<file path="src/rtl/shift_issue_pkg.sv">
// Shared types and sizing helpers for the shift_right issue stage.
package shift_issue_pkg;

  localparam int FIFO_DEPTH_DEF = 2;

  typedef enum logic [1:0] {
    IDLE  = 2'd0,
    EXEC  = 2'd1,
    WRITE = 2'd2
  } state_t;

  typedef struct packed {
    logic [3:0] s;
    logic       zero;
    logic       sat;
  } result_t;

  // Width needed to hold an occupancy of 0..depth.
  function automatic int cnt_width(input int depth);
    return $clog2(depth + 1);
  endfunction

  // Pointer width; a single-entry buffer still gets a 1-bit pointer.
  function automatic int ptr_width(input int depth);
    return (depth > 1) ? $clog2(depth) : 1;
  endfunction

endpackage

</file>
<file path="src/rtl/shift_result_fifo.sv">
// Circular result buffer between the issue FSM and the downstream consumer.
module shift_result_fifo
  import shift_issue_pkg::*;
#(
  parameter  int DEPTH = FIFO_DEPTH_DEF,
  localparam int CW    = cnt_width(DEPTH),
  localparam int PW    = ptr_width(DEPTH)
) (
  input  logic          clk,
  input  logic          rst_n,
  input  logic          push,
  input  result_t       push_data,
  input  logic          pop,
  output logic [CW-1:0] count,
  output result_t       head
);

  result_t       mem [DEPTH];
  logic [PW-1:0] wr_ptr;
  logic [PW-1:0] rd_ptr;
  logic          pop_ok;

  function automatic logic [PW-1:0] ptr_next(input logic [PW-1:0] p);
    return (p == PW'(DEPTH - 1)) ? '0 : p + 1'b1;
  endfunction

  // A pop on an empty buffer is ignored so the pointers never desynchronize.
  assign pop_ok = pop && (count != '0);
  assign head   = mem[rd_ptr];

  // Storage, pointers and occupancy; push and pop may happen in the same cycle.
  always_ff @(posedge clk or negedge rst_n) begin
    if (!rst_n) begin
      wr_ptr <= '0;
      rd_ptr <= '0;
      count  <= '0;
      for (int i = 0; i < DEPTH; i++) mem[i] <= '0;
    end else begin
      if (push) begin
        mem[wr_ptr] <= push_data;
        wr_ptr      <= ptr_next(wr_ptr);
      end
      if (pop_ok) rd_ptr <= ptr_next(rd_ptr);
      case ({push, pop_ok})
        2'b10:   count <= count + CW'(1);
        2'b01:   count <= count - CW'(1);
        default: count <= count;
      endcase
    end
  end

endmodule

</file>
<file path="src/rtl/shift_right.sv">
// Combinational 4-bit logical right shifter; amounts >= 4 clear the result.
module shift_right (
  input  logic [3:0] a,
  input  logic [3:0] b,
  output logic [3:0] s
);

  assign s = a >> b;

endmodule

</file>
<file path="src/rtl/shift_right_issue.sv">
// Issue stage and result buffer wrapped around the combinational shifter.
module shift_right_issue
  import shift_issue_pkg::*;
#(
  parameter int FIFO_DEPTH = FIFO_DEPTH_DEF,
  parameter int CNT_W      = 8
) (
  input  logic             clk,
  input  logic             rst_n,
  input  logic             in_valid,
  output logic             in_ready,
  input  logic [3:0]       in_a,
  input  logic [3:0]       in_b,
  output logic             out_valid,
  input  logic             out_ready,
  output logic [3:0]       out_s,
  output logic             out_zero,
  output logic             out_sat,
  output logic [CNT_W-1:0] op_count,
  output logic             busy
);

  localparam int            CW      = cnt_width(FIFO_DEPTH);
  localparam logic [CW-1:0] DEPTH_C = CW'(FIFO_DEPTH);

  state_t        state;
  logic [3:0]    op_a;
  logic [3:0]    op_b;
  logic [3:0]    s;
  result_t       res;
  result_t       head;
  logic [CW-1:0] fifo_count;
  logic          push;
  logic          pop;

  // Accept only with a free slot; the slot stays free until WRITE since the
  // FIFO can only drain while the op is in flight.
  assign in_ready  = (state == IDLE) && (fifo_count < DEPTH_C);
  assign busy      = (state != IDLE);
  assign push      = (state == WRITE);
  assign out_valid = (fifo_count != '0);
  assign pop       = out_valid && out_ready;

  assign out_s    = out_valid ? head.s    : 4'd0;
  assign out_zero = out_valid ? head.zero : 1'b0;
  assign out_sat  = out_valid ? head.sat  : 1'b0;

  shift_right u_shift (
    .a (op_a),
    .b (op_b),
    .s (s)
  );

  shift_result_fifo #(
    .DEPTH (FIFO_DEPTH)
  ) u_fifo (
    .clk       (clk),
    .rst_n     (rst_n),
    .push      (push),
    .push_data (res),
    .pop       (pop),
    .count     (fifo_count),
    .head      (head)
  );

  // Issue FSM: latch operands, capture the shifter result, then push it.
  always_ff @(posedge clk or negedge rst_n) begin
    if (!rst_n) begin
      state <= IDLE;
      op_a  <= '0;
      op_b  <= '0;
      res   <= '0;
    end else begin
      case (state)
        IDLE: begin
          if (in_valid && in_ready) begin
            op_a  <= in_a;
            op_b  <= in_b;
            state <= EXEC;
          end
        end
        EXEC: begin
          res.s    <= s;
          res.zero <= (s == 4'd0);
          res.sat  <= op_b[3] | op_b[2];
          state    <= WRITE;
        end
        WRITE:   state <= IDLE;
        default: state <= IDLE;
      endcase
    end
  end

  // Count results handed downstream; wraps naturally at 2^CNT_W.
  always_ff @(posedge clk or negedge rst_n) begin
    if (!rst_n) op_count <= '0;
    else if (pop) op_count <= op_count + CNT_W'(1);
  end

endmodule
</file>
<file path="config.mk">
export PLATFORM = sky130hd
export DESIGN_NAME = shift_right_issue
export DESIGN_NICKNAME = d
export VERILOG_FILES = /design/src/rtl/shift_issue_pkg.sv /design/src/rtl/shift_result_fifo.sv /design/src/rtl/shift_right.sv /design/src/rtl/shift_right_issue.sv
export SDC_FILE = /design/constraint.sdc
export NUM_CORES = 1
export LEC_CHECK = 0
export ABC_AREA = 1
export CORE_AREA = 3 3 71 73
export DETAILED_ROUTE_END_ITERATION = 6
export DIE_AREA = 0 0 74 76
export PLACE_DENSITY = 0.66
export SLEW_MARGIN = 20
export SYNTH_ARGS = -nofsm -noshare
export SYNTH_HDL_FRONTEND = slang
export SYNTH_HIERARCHICAL = 1
export SYNTH_SLANG_ARGS = --single-unit
export TNS_END_PERCENT = 10
</file>
<file path="constraint.sdc">
create_clock -name clk -period 2.62 [get_ports clk]
set_input_delay 0.786 -clock clk [delete_from_list [all_inputs] [get_ports clk]]
set_output_delay 0.786 -clock clk [all_outputs]
set_load 0.01 [all_outputs]
</file>
==> results of run 1 <==
## layer usage
layer	share of wire, %	track usage (%)
met1	46	18.1
met2	48	23.8
met3	3.8	3.17
met4	1.5	5.80
met5	0	0
## cell usage in the layout, fill, tap and decap left out, types with 2 or more instances in the layout
cell / instances
nand3_2: 2
xnor2_2: 2
nor3_1: 2
ha_1: 2
dfrtp_1: 40
nor2_1: 19
nand2_2: 3
inv_2: 2
clkdlybuf4s50_1: 27
inv_1: 39
nor2_4: 3
buf_4: 3
o21ai_2: 6
o21ai_0: 11
nand2_1: 99
clkbuf_8: 7
xor2_1: 2
nand4_1: 5
nand3_1: 5
## stage by stage
step                cell area (µm²)  cells  hold slack [ns]  utilization, %
global placement               2320    330            0.467            52.5
global route                   2410    337            0.467            54.7
CTS                            2410    337            0.452            54.7
detailed placement             2320    330            0.467            52.5
floorplan                      1990    252            0.449               -
finish                         2410    337            0.441            54.7
## cells by family after synthesis
| logic type | share of synthesized area, % |
|---|---|
| XOR/XNOR | 2.95 |
| adder cells (fa/ha/maj) | 1.26 |
| AND/OR/NAND/NOR | 30.3 |
| buffers and inverters | 9.92 |
| flip-flops | 50.2 |
| AO/OA/AOI/OAI | 5.40 |
## power breakdown
| part | total [mW] | leakage, nW | switching [mW] | internal (mW) |
|---|---|---|---|---|
| Clock | 0.427 | 0.0503 | 0.193 | 0.234 |
| Sequential | 1.15 | 0.497 | 0.254 | 0.900 |
| Combinational | 1.32 | 0.712 | 0.719 | 0.599 |
| Total | 2.90 | 1.26 | 1.17 | 1.73 |
## worst register-to-register path, cell delays in order, from the launching register on
cell and delay (ns):
dfrtp_1 0.47, nor2_4 0.27, nor2_4 0.05, nand2_1 0.09, inv_1 0.05, ha_1 0.30, inv_1 0.09, nand3_1 0.07
nand2_1 0.05, nand2_1 0.05
## worst paths after layout
| kind | cells after the start | start | end |
|---|---|---|---|
| max | 6 | u_fifo/rd_ptr$_DFFE_PN0P_ | out_s[2] |
| min | 1 | rst_n | u_fifo/mem[11]$_DFFE_PN0P_ |
| max reg2reg | 9 | u_fifo/count[1]$_DFFE_PN0P_ | u_fifo/count[1]$_DFFE_PN0P_ |
| min reg2reg | 2 | res[1]$_DFFE_PN0N_ | res[1]$_DFFE_PN0N_ |
| max in group asynchronous | 2 | rst_n | u_fifo/count[0]$_DFFE_PN0P_ |
| min in group clk | 2 | res[1]$_DFFE_PN0N_ | res[1]$_DFFE_PN0N_ |
## sequential cells by signal, indices dropped and copies added (netlist names)
name / count
u_fifo/wr_ptr: 1
res: 6
op_a: 4
u_fifo/count: 2
op_count: 8
u_fifo/mem: 12
op_b: 4
state: 2
u_fifo/rd_ptr: 1
## area by class of cell
type | count | area (µm²) | area share, %
Inverter | 42 | 160 | 6.63
Multi-Input combinational cell | 165 | 795 | 32.9
Sequential cell | 40 | 1000 | 41.5
Clock buffer | 7 | 96.3 | 3.99
Timing Repair Buffer | 31 | 298 | 12.3
Tap cell | 52 | 65.1 | 2.69
==> metrics.txt, run 1 <==
outcome finished, final reports clean; final setup fails 0; setup tns final 0 ns; routed len/inst 10.7 µm; Main synth FF type dfrtp_1; Layout area overhead 21.2%; count of cell types in the netlist 23; GR Util All Layers 14.5%; # Post-CTS Setup Buffers 0; most used cell, CP nand2_1; IO Count 29; Initial Utilization 45.2%; Die Span Y 76 µm; # clock sinks 40; r2r setup slk 1.03 ns; cts hold-fix bufs 0; Synth Register Bits 40; Critical-path top delay cell clkdlybuf4s50_1; Clock Pin Slew Worst Setup and Hold Paths 0.07 ns; Crit Path Max Fanout 8; number of antenna violations at the first check in global routing 0; Worst Hold Class in -> async; Syn Inst Count 252; final cycle utilization of the critical path 94.6%; die width 74 µm; Worst Skew 0.00299 ns; Core Area 0.00441 mm²; Port Buf Inserts 28; Post-Syn Area 0.00199 mm²; CTS Buf Count 5; Synth Area per Inst 7.91 µm²; HPWL after DPL 2680 µm; CTS root buffer clkbuf_8; share of layout cells above drive strength 1 11.2%; # rows 24; number of filler instances in the final layout 441; Power Dens Cells 1200 mW/mm²; post-CTS sizing 0; Final Power 2.90 mW; Post-synth EDFFs 0; antenna cells 0; RSZ-0062 raised after global routing no; Post-synth ARST share 100%; worst slew pin tran 0.444 ns; DR pass1 iterations 4; Post-Route WL 3590 µm; Critical Path Sink Type output port; # Max-Cap Violations 0; slowest cell delay on critical path 0.55 ns; gpl congestion 0.830; H-tree lvl count 2; DRT antenna net count 0; Fin. Hold Viols 0; Worst Path Buf+Inv 3; Max VDD drop 0.490 mV; Post-Syn Nets 266; count leader, synth nand2_1; Starting DRT DRC Count 106; Slew Viols, Final 0; Final nets 299; Final min period 2.48 ns; Setup WS pre-CTS 0.377 ns; Crit Path Class reg -> out; Area contributors post-synth dfrtp_1 50%, nand2_1 19%, inv_1 7.5%, nor2_1 3.6%, o21ai_0 2.8%; first-pass GRT wire length 6420 µm; most frequent cells after synthesis 99 x nand2_1, 40 x dfrtp_1, 40 x inv_1; fmax 404 MHz; sequential fraction of the synthesis area 50.2%; number of global-route vias before repair 1453; CP Cell Sequence inv_2 > nand2_1 > nand2_1 > inv_1 > nor2_1 > clkdlybuf4s50_1; latest clock arrival within the worst-skew pair 0.28 ns; clk buf depth 2; Max transition margin 70.4%; delay-heaviest family, CP buffers and inverters; area leader, netlist dfrtp_1; warnings from Yosys 6; vias per cell 4.53; Leakage 1.26 nW; Overflow after GRT 0; Req. time, crit path 1.83 ns; Final WS setup 0.142 ns; Die Area 0.00562 mm²; Worst EP arrival 1.69 ns; CTS tree done; DR DRC count 0; largest net degree at the start of global routing 20; via count 1526; Yosys top cell area share 50.2%; CP Launch Type register
Note: power is estimated with default switching activity, not from simulation.
==> inputs of run 2 (changes only) <==
--- a/config.mk
+++ b/config.mk
@@ -6,10 +6,11 @@
 export NUM_CORES = 1
 export LEC_CHECK = 0
 export ABC_AREA = 1
-export CORE_AREA = 3 3 71 73
+export CORE_AREA = 3 3 63 65
+export CTS_CLUSTER_SIZE = 30
 export DETAILED_ROUTE_END_ITERATION = 6
-export DIE_AREA = 0 0 74 76
-export PLACE_DENSITY = 0.66
+export DIE_AREA = 0 0 66 68
+export PLACE_DENSITY = 0.82
 export SLEW_MARGIN = 20
 export SYNTH_ARGS = -nofsm -noshare
 export SYNTH_HDL_FRONTEND = slang
==> metrics.txt, run 2 (synthesis gave the netlist of run 1 again) <==
Port Buf Inserts 28 (unchanged); DR DRC count 0 (unchanged); final setup fails 0 (unchanged); Worst EP arrival 1.71 ns (+0.02 ns); final cycle utilization of the critical path 95.4% (+0.83 points); Final Power 2.75 mW (-5.0%); RR Endpoint u_fifo/count[1]$_DFFE_PN0P_; Fin. Hold Viols 0 (unchanged); Max transition margin 41.7% (-29 points); RSZ-0062 raised after global routing no; Clock Pin Slew Worst Setup and Hold Paths 0.11 ns (+0.04 ns); Final nets 297 (-0.67%); # Max-Cap Violations 0 (unchanged); HPWL after DPL 2590 µm (-3.3%); gpl congestion 0.842 (+1.5%); r2r setup slk 1.02 ns (about the same); fmax 400 MHz (-0.87%); number of global-route vias before repair 1457 (+0.28%); Layout area overhead 18.1%; Post-Route WL 3510 µm (-2.4%); Setup WS pre-CTS 0.369 ns (-0.00812 ns); max reg flops 12 (unchanged); number of antenna violations at the first check in global routing 0 (unchanged); clk buf depth 2 (unchanged); antenna cells 0 (unchanged); Leakage 1.29 nW (+2.7%); number of filler instances in the final layout 277 (-37%); Starting DRT DRC Count 99 (-6.6%); worst slew pin tran 0.875 ns (+0.431 ns); Crit Path Max Fanout 8 (unchanged); Final WS setup 0.121 ns (-0.0217 ns); die width 66 µm (-11%); vias per cell 4.80 (+6.0%); Worst Hold Class reg -> reg; first-pass GRT wire length 6020 µm (-6.2%); DR pass1 iterations 4 (unchanged); Worst Skew 0.0109 ns (+0.00788 ns); CTS tree done; via count 1579 (+3.5%); GR Util All Layers 18.1% (+3.6 points); RR Startpoint u_fifo/count[0]$_DFFE_PN0P_; Die Area 0.00449 mm² (-20%); WHS Path Cells 2; Power Dens Cells 1170 mW/mm² (-2.6%); Max VDD drop 0.484 mV (-1.3%); share of layout cells above drive strength 1 10.6% (-0.63 points); DRT antenna net count 0 (unchanged); Hold Path Origin u_fifo/mem[6]$_DFFE_PN0P_; Final min period 2.50 ns (+0.0217 ns); # rows 21 (-13%); Biggest register u_fifo/mem; CTS Buf Count 5 (unchanged); outcome finished, final reports clean; commonest cells after routing, fill and taps aside 99 x nand2_1, 39 x inv_1, 39 x dfrtp_1; Overflow after GRT 0 (unchanged); Top Registers u_fifo/mem x12, op_count x8, res x6; cts hold-fix bufs 0 (unchanged); CTS root buffer clkbuf_4; # clock sinks 40 (unchanged); Endpoint, Worst Hold u_fifo/mem[6]$_DFFE_PN0P_; routed len/inst 10.7 µm (about the same); Critical Path Sink Type output port; most common cell after layout, fill and taps aside nand2_1; IO Count 29 (unchanged); R2R depth 9 (unchanged); latest clock arrival within the worst-skew pair 0.34 ns (+0.06 ns); Initial Utilization 58.8% (+14 points); Req. time, crit path 1.83 ns (about the same); Crit Path Class reg -> out; largest net degree at the start of global routing 41 (+110%); CP Launch Type register; Slew Viols, Final 0 (unchanged); Core Area 0.00339 mm² (-23%); # Post-CTS Setup Buffers 0 (unchanged); H-tree lvl count 2 (unchanged); setup tns final 0 ns (unchanged); Die Span Y 68 µm (-11%)
run 2: cell type report:
class	count	area, µm²	area share [%]
inverter	42	160	6.80
sequential	40	1000	42.6
multi-input combinational	165	795	33.8
tap	46	57.6	2.45
clock buffer	6	41.3	1.75
timing repair buffer	29	293	12.4
clock inverter	1	5.00	0.213
run 2: layer usage:
metal	wire, µm	GRT usage, %	up-vias	share of wire, %
li1	-	-	819	-
met3	143	4.11	5	4.1
met4	57	10.2	0	1.6
met2	1800	32.8	33	51
met1	1510	19.7	722	43
met5	0	0	-	0
run 2: worst max path at each step:
stage / from / to / slack (ns) / cells after the start
2_1_floorplan: out_ready / u_fifo/count[1]$_DFFE_PN0P_ / 0.82 / 10
5_1_grt: u_fifo/rd_ptr$_DFFE_PN0P_ / out_s[1] / 0.02 / 6
3_3_place_gp: u_fifo/rd_ptr$_DFFE_PN0P_ / out_zero / 0.42 / 6
6_report: u_fifo/rd_ptr$_DFFE_PN0P_ / out_sat / 0.12 / 6
4_1_cts: u_fifo/rd_ptr$_DFFE_PN0P_ / out_s[2] / 0.02 / 6
3_5_place_dp: u_fifo/rd_ptr$_DFFE_PN0P_ / out_s[2] / 0.37 / 6
run 2: power breakdown:
group          internal (mW)  leakage [nW]  switching (mW)  total, mW
Combinational          0.590         0.769           0.726       1.32
Clock                 0.0990        0.0281           0.187      0.286
Sequential             0.899         0.496           0.250       1.15
Total                   1.59          1.29            1.16       2.75
run 2: timing repair:
| action | CTS | global route |
|---|---|---|
| endpoints found under the hold margin | 0 | 0 |
| setup endpoints to repair | 2 | 4 |
| resized for setup | 2 | 4 |
run 2: critical path, stage by stage (launching register included):
cell             delay (ns)
dfrtp_2                0.47
inv_2                  0.13
nand2_1                0.06
nand2_1                0.06
inv_1                  0.04
nor2_1                 0.09
clkdlybuf4s50_1        0.53
run 2: stage by stage:
step	instance area (µm²)	hold WS (ns)	utilization (%)	std cells
3_5_place_dp	2300	0.474	67.7	322
4_1_cts	2340	0.501	69.1	329
6_report	2350	0.498	69.4	329
5_1_grt	2350	0.522	69.4	329
3_3_place_gp	2300	0.465	67.7	322
2_1_floorplan	1990	0.449	-	252
